===== config.mk =====
export PLATFORM = sky130hd
export DESIGN_NAME = div_8by4_seq
export DESIGN_NICKNAME = d
export VERILOG_FILES = /design/src/rtl/div_8by4_seq.sv
export SDC_FILE = /design/constraint.sdc
export NUM_CORES = 1
export LEC_CHECK = 0
export ABC_AREA = 1
export CORE_MARGIN = 8
export CORE_UTILIZATION = 40
export CTS_CLUSTER_DIAMETER = 40
export DETAILED_ROUTE_END_ITERATION = 8
export PLACE_DENSITY = 0.74
export SLEW_MARGIN = 20
export SYNTH_ARGS = -nofsm -noshare
export SYNTH_HDL_FRONTEND = slang
export SYNTH_SLANG_ARGS = --single-unit

===== constraint.sdc =====
create_clock -name clk -period 3 [get_ports clk]
set_clock_uncertainty 0.2 [all_clocks]
set_input_delay 0.3 -clock clk [delete_from_list [all_inputs] [get_ports clk]]
set_output_delay 0.3 -clock clk [all_outputs]
set_load 0.1 [all_outputs]

===== src/rtl/div_8by4_seq.sv =====
// Sequential restoring divider: a 2*BITS-bit dividend divided by a BITS-bit divisor,
// one quotient bit per clock, with a start/busy/done handshake.
module div_8by4_seq #(
    parameter int unsigned BITS = 4
) (
    input  logic                clk,
    input  logic                rst_n,
    input  logic                start,
    input  logic [2*BITS-1:0]   dividend,
    input  logic [BITS-1:0]     divisor,
    output logic                busy,
    output logic                done,
    output logic [2*BITS-1:0]   quotient,
    output logic [BITS-1:0]     remainder,
    output logic                div_by_zero
);

    localparam int unsigned   CW   = $clog2(2 * BITS) + 1;
    localparam logic [CW-1:0] LAST = CW'(2 * BITS - 1);

    typedef enum logic [1:0] {
        S_IDLE,
        S_RUN,
        S_DONE
    } state_t;

    state_t              r_state;
    state_t              w_next;
    logic [2*BITS-1:0]   r_q_sh;
    logic [BITS-1:0]     r_rem;
    logic [BITS-1:0]     r_dvs;
    logic [CW-1:0]       r_cnt;

    logic                w_accept;
    logic                w_zero;
    logic                w_last;
    logic [BITS:0]       w_t;
    logic                w_ge;
    logic [BITS-1:0]     w_r_next;
    logic [2*BITS-1:0]   w_q_next;

    assign w_accept = start && (r_state == S_IDLE || r_state == S_DONE);
    assign w_zero   = (divisor == '0);
    assign w_last   = (r_cnt == LAST);

    // The partial remainder always stays below the divisor, so BITS bits hold it and
    // the subtraction can be done modulo 2^BITS without losing the result.
    assign w_t      = {r_rem, r_q_sh[2*BITS-1]};
    assign w_ge     = (w_t >= {1'b0, r_dvs});
    assign w_r_next = w_ge ? (w_t[BITS-1:0] - r_dvs) : w_t[BITS-1:0];
    assign w_q_next = {r_q_sh[2*BITS-2:0], w_ge};

    always_ff @(posedge clk or negedge rst_n) begin
        if (!rst_n) begin
            r_state <= S_IDLE;
        end else begin
            r_state <= w_next;
        end
    end

    always_comb begin
        w_next = r_state;
        case (r_state)
            S_IDLE: begin
                if (start) begin
                    w_next = w_zero ? S_DONE : S_RUN;
                end
            end
            S_RUN: begin
                if (w_last) begin
                    w_next = S_DONE;
                end
            end
            S_DONE: begin
                if (start) begin
                    w_next = w_zero ? S_DONE : S_RUN;
                end else begin
                    w_next = S_IDLE;
                end
            end
            default: w_next = S_IDLE;
        endcase
    end

    always_comb begin
        busy = (r_state == S_RUN);
        done = (r_state == S_DONE);
    end

    always_ff @(posedge clk or negedge rst_n) begin
        if (!rst_n) begin
            r_q_sh      <= '0;
            r_rem       <= '0;
            r_dvs       <= '0;
            r_cnt       <= '0;
            quotient    <= '0;
            remainder   <= '0;
            div_by_zero <= 1'b0;
        end else if (w_accept) begin
            if (w_zero) begin
                quotient    <= '1;
                remainder   <= '0;
                div_by_zero <= 1'b1;
            end else begin
                r_q_sh <= dividend;
                r_rem  <= '0;
                r_dvs  <= divisor;
                r_cnt  <= '0;
            end
        end else if (r_state == S_RUN) begin
            r_q_sh <= w_q_next;
            r_rem  <= w_r_next;
            r_cnt  <= r_cnt + CW'(1);
            if (w_last) begin
                quotient    <= w_q_next;
                remainder   <= w_r_next;
                div_by_zero <= 1'b0;
            end
        end
    end

endmodule


After elaboration in Yosys (flattened, before gate mapping):

Index checks and enable logic that the tools add are counted.

* add/sub/neg operators: 2
* order comparisons: 1
* muxes and demuxes: 26
* equal/unequal tests: 7
* bitwise gates (word level): 1
* reduce and logical (&&, ||, !) cells: 10

Operator list (count)
* $mux W8: 7
* $mux W4: 10
* $mux W2: 4
* $pmux W2 S3: 1
* $reduce_and A2 Y1: 3
* $ge A5 B4 Y1: 1
* $add A4 B1 Y4 const B: 1
* $eq A4 B3 Y1 const B: 1
* $logic_not A4 Y1: 1
* $mux W1: 4
* $ne A2 B1 Y1 const B: 2
* $ne A2 B2 Y1 const B: 2
* $reduce_bool A2 Y1: 2
* $sub A4 B4 Y4: 1
* $reduce_and A3 Y1: 1
* $eq A2 B1 Y1 const B: 1
* $eq A2 B2 Y1 const B: 1
* $logic_not A2 Y1: 1
* $logic_and A1 B1 Y1: 1
* $logic_or A1 B1 Y1: 1
* $not A1 Y1: 1

* input bits: 15
* bits in registers: 35

Longest topological paths before layout:

Gate-level depths: netlist (run 1).

* depth after elaboration: 5
* depth in mapped cells: 12
* mapped depth without buffers: 12

Worst setup path after synthesis (run 1):

OpenSTA, ideal clock, no wires.

* kind: flip-flop to output port
* from: register r_state[1]
* to: output port done
* slack: 0.830 ns
* stages on the path, launching flop included: 3
* data required time: 2.500 ns
* arrival: 1.670 ns
* cells stage by stage: dfrtp_1 -> inv_1 -> nor2_1

* cells in the longest elaborated chain, start to end: 1

RTL lines
* from (decl): line 27 `state_t r_state;`
* from (signal assigned): line 57 `r_state <= w_next;`
* $eq A2 B2 Y1: line 87 `done = (r_state == S_DONE);`
* to (decl): line 12 `output logic done,`

Every way passes these cells.

Final worst setup path (run 1):

* from: input port start
* to: register r_cnt[1]

* cells in the longest elaborated chain, start to end: 3
* elaborated cells between the ends (all ways): 5
* classes of those cells: eq/ne (1); mux (1); reduce/logical (3)

RTL lines
* from (decl): line 8 `input logic start,`
* $logic_and A1 B1 Y1 (*): line 42 `assign w_accept = start && (r_state == S_IDLE || r_state == S_DONE);`
* $ne A2 B2 Y1 (no line) / $reduce_bool A2 Y1 (equally long branches)
* $reduce_and A2 Y1 (no line)
* to (signal assigned): line 113 `r_cnt <= r_cnt + CW'(1);`
* to (decl): line 32 `logic [CW-1:0] r_cnt;`

Every way passes the cells marked *; elsewhere a longest branch is shown, timed or not.
A chain may end at the register's enable or synchronous reset.

==> impl_results.rst, run 1 <==
.. list-table::
   :header-rows: 1

   * - Metric
     - Value
   * - Outcome
     - finished clean
   * - Net count after synthesis
     - 227
   * - Sum of negative setup slack
     - 0 ns
   * - Die height
     - slightly above 80 um
   * - Hold/Removal Path Class
     - in -> async
   * - Vias per cell
     - 4.86
   * - Initial cell density of the core
     - 41.0%
   * - Number of nets with antenna violations after routing
     - 0
   * - Worst endpoint required time
     - 2.98 ns
   * - Number of buffers added for setup after CTS
     - 0
   * - RSZ-0062 raised after global routing
     - no
   * - Number of buffers and inverters on the critical path
     - 3
   * - Largest net degree at the start of global routing
     - 36
   * - Share of post-route cells with drive strength above 1
     - 15.2%
   * - Row cnt
     - 24
   * - Wire length of the first global-routing pass
     - 6.22 mm
   * - Slowest cell on the critical path
     - sky130_fd_sc_hd__clkdlybuf4s50_1
   * - CTS Buf Count
     - 5
   * - Remaining global-route overflow
     - 0
   * - Final instance area
     - around 2100 um^2
   * - Gates resized, CTS repair
     - 0
   * - CTS clk-pin slew, worst paths
     - 0.07 ns
   * - CP delay by family, top
     - buffers and inverters
   * - # placed instances
     - approximately 280
   * - WL/cell
     - approximately 13 um
   * - Total count of max-transition violations in the final report
     - 0
   * - Number of diodes
     - 0
   * - Critical path start-end classification
     - in -> reg
   * - CTS Sinks
     - 35
   * - FF+latch count, synth
     - 35
   * - Quantity of hold-fixing buffers added after cts
     - 0
   * - Count of routing violations after the opening detailed-route iteration
     - 68
   * - Most frequent cell on the critical path
     - sky130_fd_sc_hd__nand2_4
   * - Number of warnings printed during yosys synthesis
     - 0
   * - Width of the die
     - 82.3 um
   * - H-tree levels
     - 2
   * - Cell breakdown of the critical path
     - clkdlybuf4s50_1, nand2_4, inv_2, nand2_4, nand2_2, inv_1, a22o_1
   * - Post-detailed-routing wire length
     - 3.62 mm
   * - Vias in the first global route
     - ~1400
   * - Number of nets in the layout
     - 257
   * - Worst-margin pin slew
     - 0.435 ns
   * - Die area
     - ~6800 um^2
   * - Data arrival, critical path
     - around 2 ns
   * - Delay contributed by the slowest stage of the critical path
     - 0.50 ns
   * - Core occupancy in the finished layout
     - 49.6%
   * - Core region area
     - 4290 um^2
   * - Count of non-filler cells in the finished layout
     - 289
   * - Total half-perimeter wirelength after legalization and detailed placement
     - around 2.7 mm
   * - Category of the worst setup path launch point
     - primary input
   * - Total count of hold-check failures in the final report
     - 0
   * - Crit path max fanout
     - 25
   * - Clock latency of the later-clocked register in the worst-skew pair
     - 0.28 ns
   * - Root buffer cell
     - sky130_fd_sc_hd__clkbuf_8
   * - First-pass iteration count of the detailed router
     - 4
   * - Final Cycle Share
     - 66.3%
   * - Gp weighted congestion
     - 0.800
   * - DRC viols
     - 0
   * - Count of max-cap constraint violations
     - 0
   * - Tightest slew margin relative to the limit
     - a little over 70%
   * - Number of instances in the synthesized netlist
     - 206
   * - Total via count after detailed routing
     - 1404
   * - Number of antenna violations at the first check in global routing
     - 0
   * - Max layer used
     - met4
   * - Minimum period implied by the final worst setup slack
     - just under 2 ns
   * - Fmax achieved
     - ~0.50 GHz
   * - Met3 wirelength from detailed routing
     - 302 um
   * - IO Port Bufs
     - 29
   * - Area overhead of the layout relative to synthesis
     - 21.0%
   * - Cell area after technology mapping
     - 1760 um^2
   * - Critical Path Sink Type
     - register
   * - Overall track demand over capacity in global routing
     - 11.8%
   * - Synthesized area divided by synthesized cell count
     - 8.54 um^2
   * - Post-DP Area
     - 2030 um^2
   * - # setup viols final
     - 0
   * - TritonCTS clock tree
     - built
   * - Count of distinct cell types in the synthesized netlist
     - 27
   * - Metal1 wirelength
     - roughly 1.7 mm
   * - Met2 Routed Length
     - 1.62 mm
   * - Sequential-to-total area share from yosys stat
     - 49.8%
   * - Number of top-level design ports
     - 30
   * - Maximum clock insertion buffer count
     - 2
[metal layers]
layer | GRT usage, % | vias up
met5 | 0 | -
li1 | - | 709
met1 | 14.6 | 651
met3 | 3.57 | 6
met4 | 4.56 | 0
met2 | 18.8 | 38
[layout make-up]
type,instances,area (um^2)
Clock buffer,8,100
Fill cell,413,2170
Inverter,28,108
Multi-Input combinational cell,136,719
Sequential cell,35,876
Tap cell,52,65.1
Timing Repair Buffer,30,260
[layout by cell type, fill, tap and decap left out, types with 2 or more instances in the layout]
cell type / n
sky130_fd_sc_hd__nand3_1: 10
sky130_fd_sc_hd__o211ai_1: 7
sky130_fd_sc_hd__clkdlybuf4s50_1: 14
sky130_fd_sc_hd__dfrtp_1: 35
sky130_fd_sc_hd__nand2_2: 3
sky130_fd_sc_hd__clkbuf_8: 7
sky130_fd_sc_hd__o21ai_1: 7
sky130_fd_sc_hd__inv_1: 25
sky130_fd_sc_hd__nor2_1: 6
sky130_fd_sc_hd__buf_4: 16
sky130_fd_sc_hd__inv_2: 2
sky130_fd_sc_hd__o21ai_0: 8
sky130_fd_sc_hd__a21oi_1: 2
sky130_fd_sc_hd__nand4_1: 4
sky130_fd_sc_hd__nand2_1: 70
sky130_fd_sc_hd__nand2_4: 4
sky130_fd_sc_hd__ha_1: 5
sky130_fd_sc_hd__xnor2_1: 2
[cell usage after synthesis]
cell type | instances | area (um^2)
sky130_fd_sc_hd__inv_2 | 2 | 7.51
sky130_fd_sc_hd__buf_2 | 3 | 15.0
sky130_fd_sc_hd__ha_1 | 5 | 62.6
sky130_fd_sc_hd__fa_1 | 1 | 20.0
sky130_fd_sc_hd__or2_1 | 1 | 6.26
sky130_fd_sc_hd__nor2_1 | 6 | 22.5
sky130_fd_sc_hd__a21oi_1 | 2 | 10.0
sky130_fd_sc_hd__inv_4 | 1 | 6.26
sky130_fd_sc_hd__o211ai_1 | 7 | 52.6
sky130_fd_sc_hd__nand2_2 | 3 | 18.8
sky130_fd_sc_hd__nor2_4 | 1 | 11.3
sky130_fd_sc_hd__o21ai_1 | 7 | 35.0
sky130_fd_sc_hd__nor3_2 | 1 | 10.0
sky130_fd_sc_hd__inv_1 | 25 | 93.8
sky130_fd_sc_hd__buf_4 | 1 | 7.51
sky130_fd_sc_hd__nand2_4 | 4 | 45.0
sky130_fd_sc_hd__dfrtp_1 | 35 | 876
sky130_fd_sc_hd__nand2_1 | 70 | 263
sky130_fd_sc_hd__buf_6 | 3 | 33.8
sky130_fd_sc_hd__and3_1 | 1 | 6.26
sky130_fd_sc_hd__a31oi_1 | 1 | 6.26
sky130_fd_sc_hd__a21oi_2 | 1 | 8.76
sky130_fd_sc_hd__nand4_1 | 4 | 25.0
sky130_fd_sc_hd__o21ai_0 | 8 | 40.0
sky130_fd_sc_hd__nand3_1 | 10 | 50.1
sky130_fd_sc_hd__a22o_1 | 1 | 8.76
sky130_fd_sc_hd__xnor2_1 | 2 | 17.5
[path summary, 6_finish.rpt]
check	from	endpoint	slack, ns	cells after the start
hold / removal	rst_n	quotient[4]	0.23	2
max in group asynchronous	rst_n	r_dvs[2]	2.06	2
min in group clk	quotient[1]	quotient[1]	0.28	2
hold reg to reg	quotient[1]	quotient[1]	0.28	2
setup reg to reg	r_state[0]	r_cnt[1]	1.05	7
setup / recovery	start	r_cnt[1]	1.01	7
[metrics by stage]
stage	setup slack [ns]	hold WS (ns)
4_1_cts	1.02	0.248
6_report	1.01	0.233
5_1_grt	0.902	0.257
3_3_place_gp	0.761	0.265
3_5_place_dp	0.715	0.266
2_1_floorplan	0.830	-0.196
[cells by family after synthesis]
family	count (synthesis)	synth area share, %
and+or+nand+nor	101	26.0
buffers and inverters	35	9.32
DFF	35	49.8
AOI/OAI and AO/OA	27	9.18
adders and majority gates	6	4.69
xor gates and xnor gates	2	0.996
[sequential cells by signal (all words and copies together) (netlist names)]
signal and flops:
r_dvs 4, r_rem 4, r_state 2, remainder 4, div_by_zero 1, r_cnt 4, r_q_sh 8, quotient 8
Power of run 1 is not shown: default switching activity piles up to over one toggle a cycle in this logic, so the estimate is an artifact.
==> run 2, diff against run 1 <==
- clock period: 3 -> 2 ns (I/O delays scaled with it)
==> impl_results.rst, run 2 (synthesis gave the netlist of run 1 again) <==
.. list-table::
   :header-rows: 1

   * - Metric
     - Value
   * - Outcome
     - finished clean (unchanged)
   * - Count of max-cap constraint violations
     - 0 (unchanged)
   * - Die height
     - 82.3 um (unchanged)
   * - Final Cycle Share
     - 93.0%
   * - Critical path start-end classification
     - reg -> reg (was in -> reg)
   * - Critical Path Sink Type
     - register (unchanged)
   * - Worst endpoint required time
     - 1.97 ns (was 2.98 ns)
   * - Hold/Removal Path Class
     - in -> async (unchanged)
   * - Gp weighted congestion
     - 0.854 (was 0.800)
   * - Post-DP Area
     - 2100 um^2 (was 2030 um^2)
   * - Quantity of hold-fixing buffers added after cts
     - 0 (unchanged)
   * - First-pass iteration count of the detailed router
     - 4 (unchanged)
   * - DRC viols
     - 0 (unchanged)
   * - Root buffer cell
     - sky130_fd_sc_hd__clkbuf_8 (unchanged)
   * - Tightest slew margin relative to the limit
     - 71.3% (was 71.0%)
   * - Crit path max fanout
     - 6 (was 25)
   * - Largest net degree at the start of global routing
     - 36 (unchanged)
   * - Count of routing violations after the opening detailed-route iteration
     - 120 (was 68)
   * - CTS Sinks
     - 35 (unchanged)
   * - Number of diodes
     - 0 (unchanged)
   * - Total half-perimeter wirelength after legalization and detailed placement
     - 2.82 mm (was 2.69 mm)
   * - Total count of max-transition violations in the final report
     - 0 (unchanged)
   * - CTS clk-pin slew, worst paths
     - 0.07 ns (about the same)
   * - Fmax achieved
     - ~0.54 GHz
   * - Core region area
     - 4290 um^2 (unchanged)
   * - # setup viols final
     - 0 (unchanged)
   * - FILL cells
     - 413 (unchanged)
   * - Biggest regs
     - quotient: 8 flops, r_q_sh: 8 flops (unchanged)
   * - Data arrival, critical path
     - 1.83 ns (was 1.97 ns)
   * - Vias per cell
     - 4.87 (was 4.86)
   * - Die area
     - 6780 um^2 (unchanged)
   * - RSZ-0062 raised after global routing
     - no (unchanged)
   * - Minimum period implied by the final worst setup slack
     - 1.86 ns
   * - Vias in the first global route
     - 1452 (was 1404)
   * - Category of the worst setup path launch point
     - register (was primary input)
   * - Row cnt
     - 24 (unchanged)
   * - Gates resized, CTS repair
     - 0 (unchanged)
   * - Number of buffers added for setup after CTS
     - 0 (unchanged)
   * - Wire length of the first global-routing pass
     - 6.56 mm (was 6.22 mm)
   * - TritonCTS clock tree
     - built (unchanged)
   * - Number of top-level design ports
     - 30 (unchanged)
   * - Area used by multi-input combinational logic
     - 722 um^2 (was 719 um^2)
   * - Number of antenna violations at the first check in global routing
     - 0 (unchanged)
   * - Area overhead of the layout relative to synthesis
     - 24.3% (was 21.0%)
   * - Clock latency of the later-clocked register in the worst-skew pair
     - 0.29 ns (was 0.28 ns)
   * - Remaining global-route overflow
     - 0 (unchanged)
   * - Number of nets in the layout
     - 261 (was 257)
   * - CTS Buf Count
     - 5 (unchanged)
   * - Width of the die
     - 82.3 um (unchanged)
   * - Total via count after detailed routing
     - 1421 (was 1404)
   * - Slack of the critical path
     - 0.141 ns (was 1.01 ns)
   * - Share of post-route cells with drive strength above 1
     - 17.1% (was 15.2%)
   * - WL/cell
     - 13.3 um (was 12.5 um)
   * - Total count of hold-check failures in the final report
     - 0 (unchanged)
   * - Pre-CTS WS
     - 0.142 ns (was 0.715 ns)
   * - Overall track demand over capacity in global routing
     - 12.7% (was 11.8%)
   * - H-tree levels
     - 2 (unchanged)
   * - Final instance area
     - 2190 um^2 (was 2130 um^2)
   * - Number of nets with antenna violations after routing
     - 0 (unchanged)
   * - # placed instances
     - 285 (was 281)
   * - IO Port Bufs
     - 29 (unchanged)
   * - Sum of negative setup slack
     - 0 ns (unchanged)
   * - Commonest non-fill, non-tap cell in the layout
     - sky130_fd_sc_hd__nand2_1 (unchanged)
   * - Initial cell density of the core
     - 41.0% (unchanged)
   * - Commonest cells after routing, fill and taps aside
     - sky130_fd_sc_hd__nand2_1, sky130_fd_sc_hd__dfrtp_1, sky130_fd_sc_hd__inv_1 (unchanged)
   * - Count of non-filler cells in the finished layout
     - 292 (was 289)
   * - Worst-margin pin slew
     - 0.430 ns (was 0.435 ns)
   * - Area used by sequential logic in the layout
     - 876 um^2 (unchanged)
   * - Post-detailed-routing wire length
     - 3.90 mm (was 3.62 mm)
   * - Maximum clock insertion buffer count
     - 2 (unchanged)
run 2: path summary, 6_finish.rpt:
kind	start	endpoint	slack (ns)	cells after the start
hold reg to reg	quotient[2]	quotient[2]	0.28	2
hold / removal	rst_n	quotient[4]	0.12	2
min in group clk	quotient[2]	quotient[2]	0.28	2
max in group asynchronous	rst_n	r_cnt[3]	1.16	2
setup / recovery	r_rem[1]	r_rem[0]	0.14	9
setup reg to reg	r_rem[1]	r_rem[0]	0.14	9
run 2: final cells by class:
| type | instances | share of cell area, % |
|---|---|---|
| Timing Repair Buffer | 34 | 15.0 |
| Tap cell | 52 | 2.98 |
| Multi-Input combinational cell | 136 | 33.0 |
| Inverter | 28 | 4.92 |
| Clock buffer | 6 | 3.78 |
| Sequential cell | 35 | 40.1 |
| Clock inverter | 1 | 0.229 |
run 2: per-layer routing:
layer | global-route usage [%] | share of wire [%]
met5 | 0 | 0
met4 | 4.21 | 0.56
met3 | 4.11 | 8.7
met2 | 20.8 | 47
met1 | 15.4 | 44
run 2: worst max-delay path: stages (launching register included):
cell	delay, ns
sky130_fd_sc_hd__dfrtp_1	0.42
sky130_fd_sc_hd__ha_1	0.37
sky130_fd_sc_hd__a21oi_2	0.19
sky130_fd_sc_hd__nand2_1	0.09
sky130_fd_sc_hd__nand2_2	0.12
sky130_fd_sc_hd__nand2_4	0.08
sky130_fd_sc_hd__nand3_1	0.08
sky130_fd_sc_hd__nand2_1	0.07
sky130_fd_sc_hd__nand2_1	0.06
sky130_fd_sc_hd__nand2_1	0.06
run 2: per-stage QoR:
step           hold WS [ns]  utilization, %
2_1_floorplan        -0.296               -
3_3_place_gp          0.265            48.9
3_5_place_dp          0.266            48.9
4_1_cts               0.147            50.9
5_1_grt               0.171            50.9
6_report              0.125            50.9
Power of run 2 is left out for the same reason.
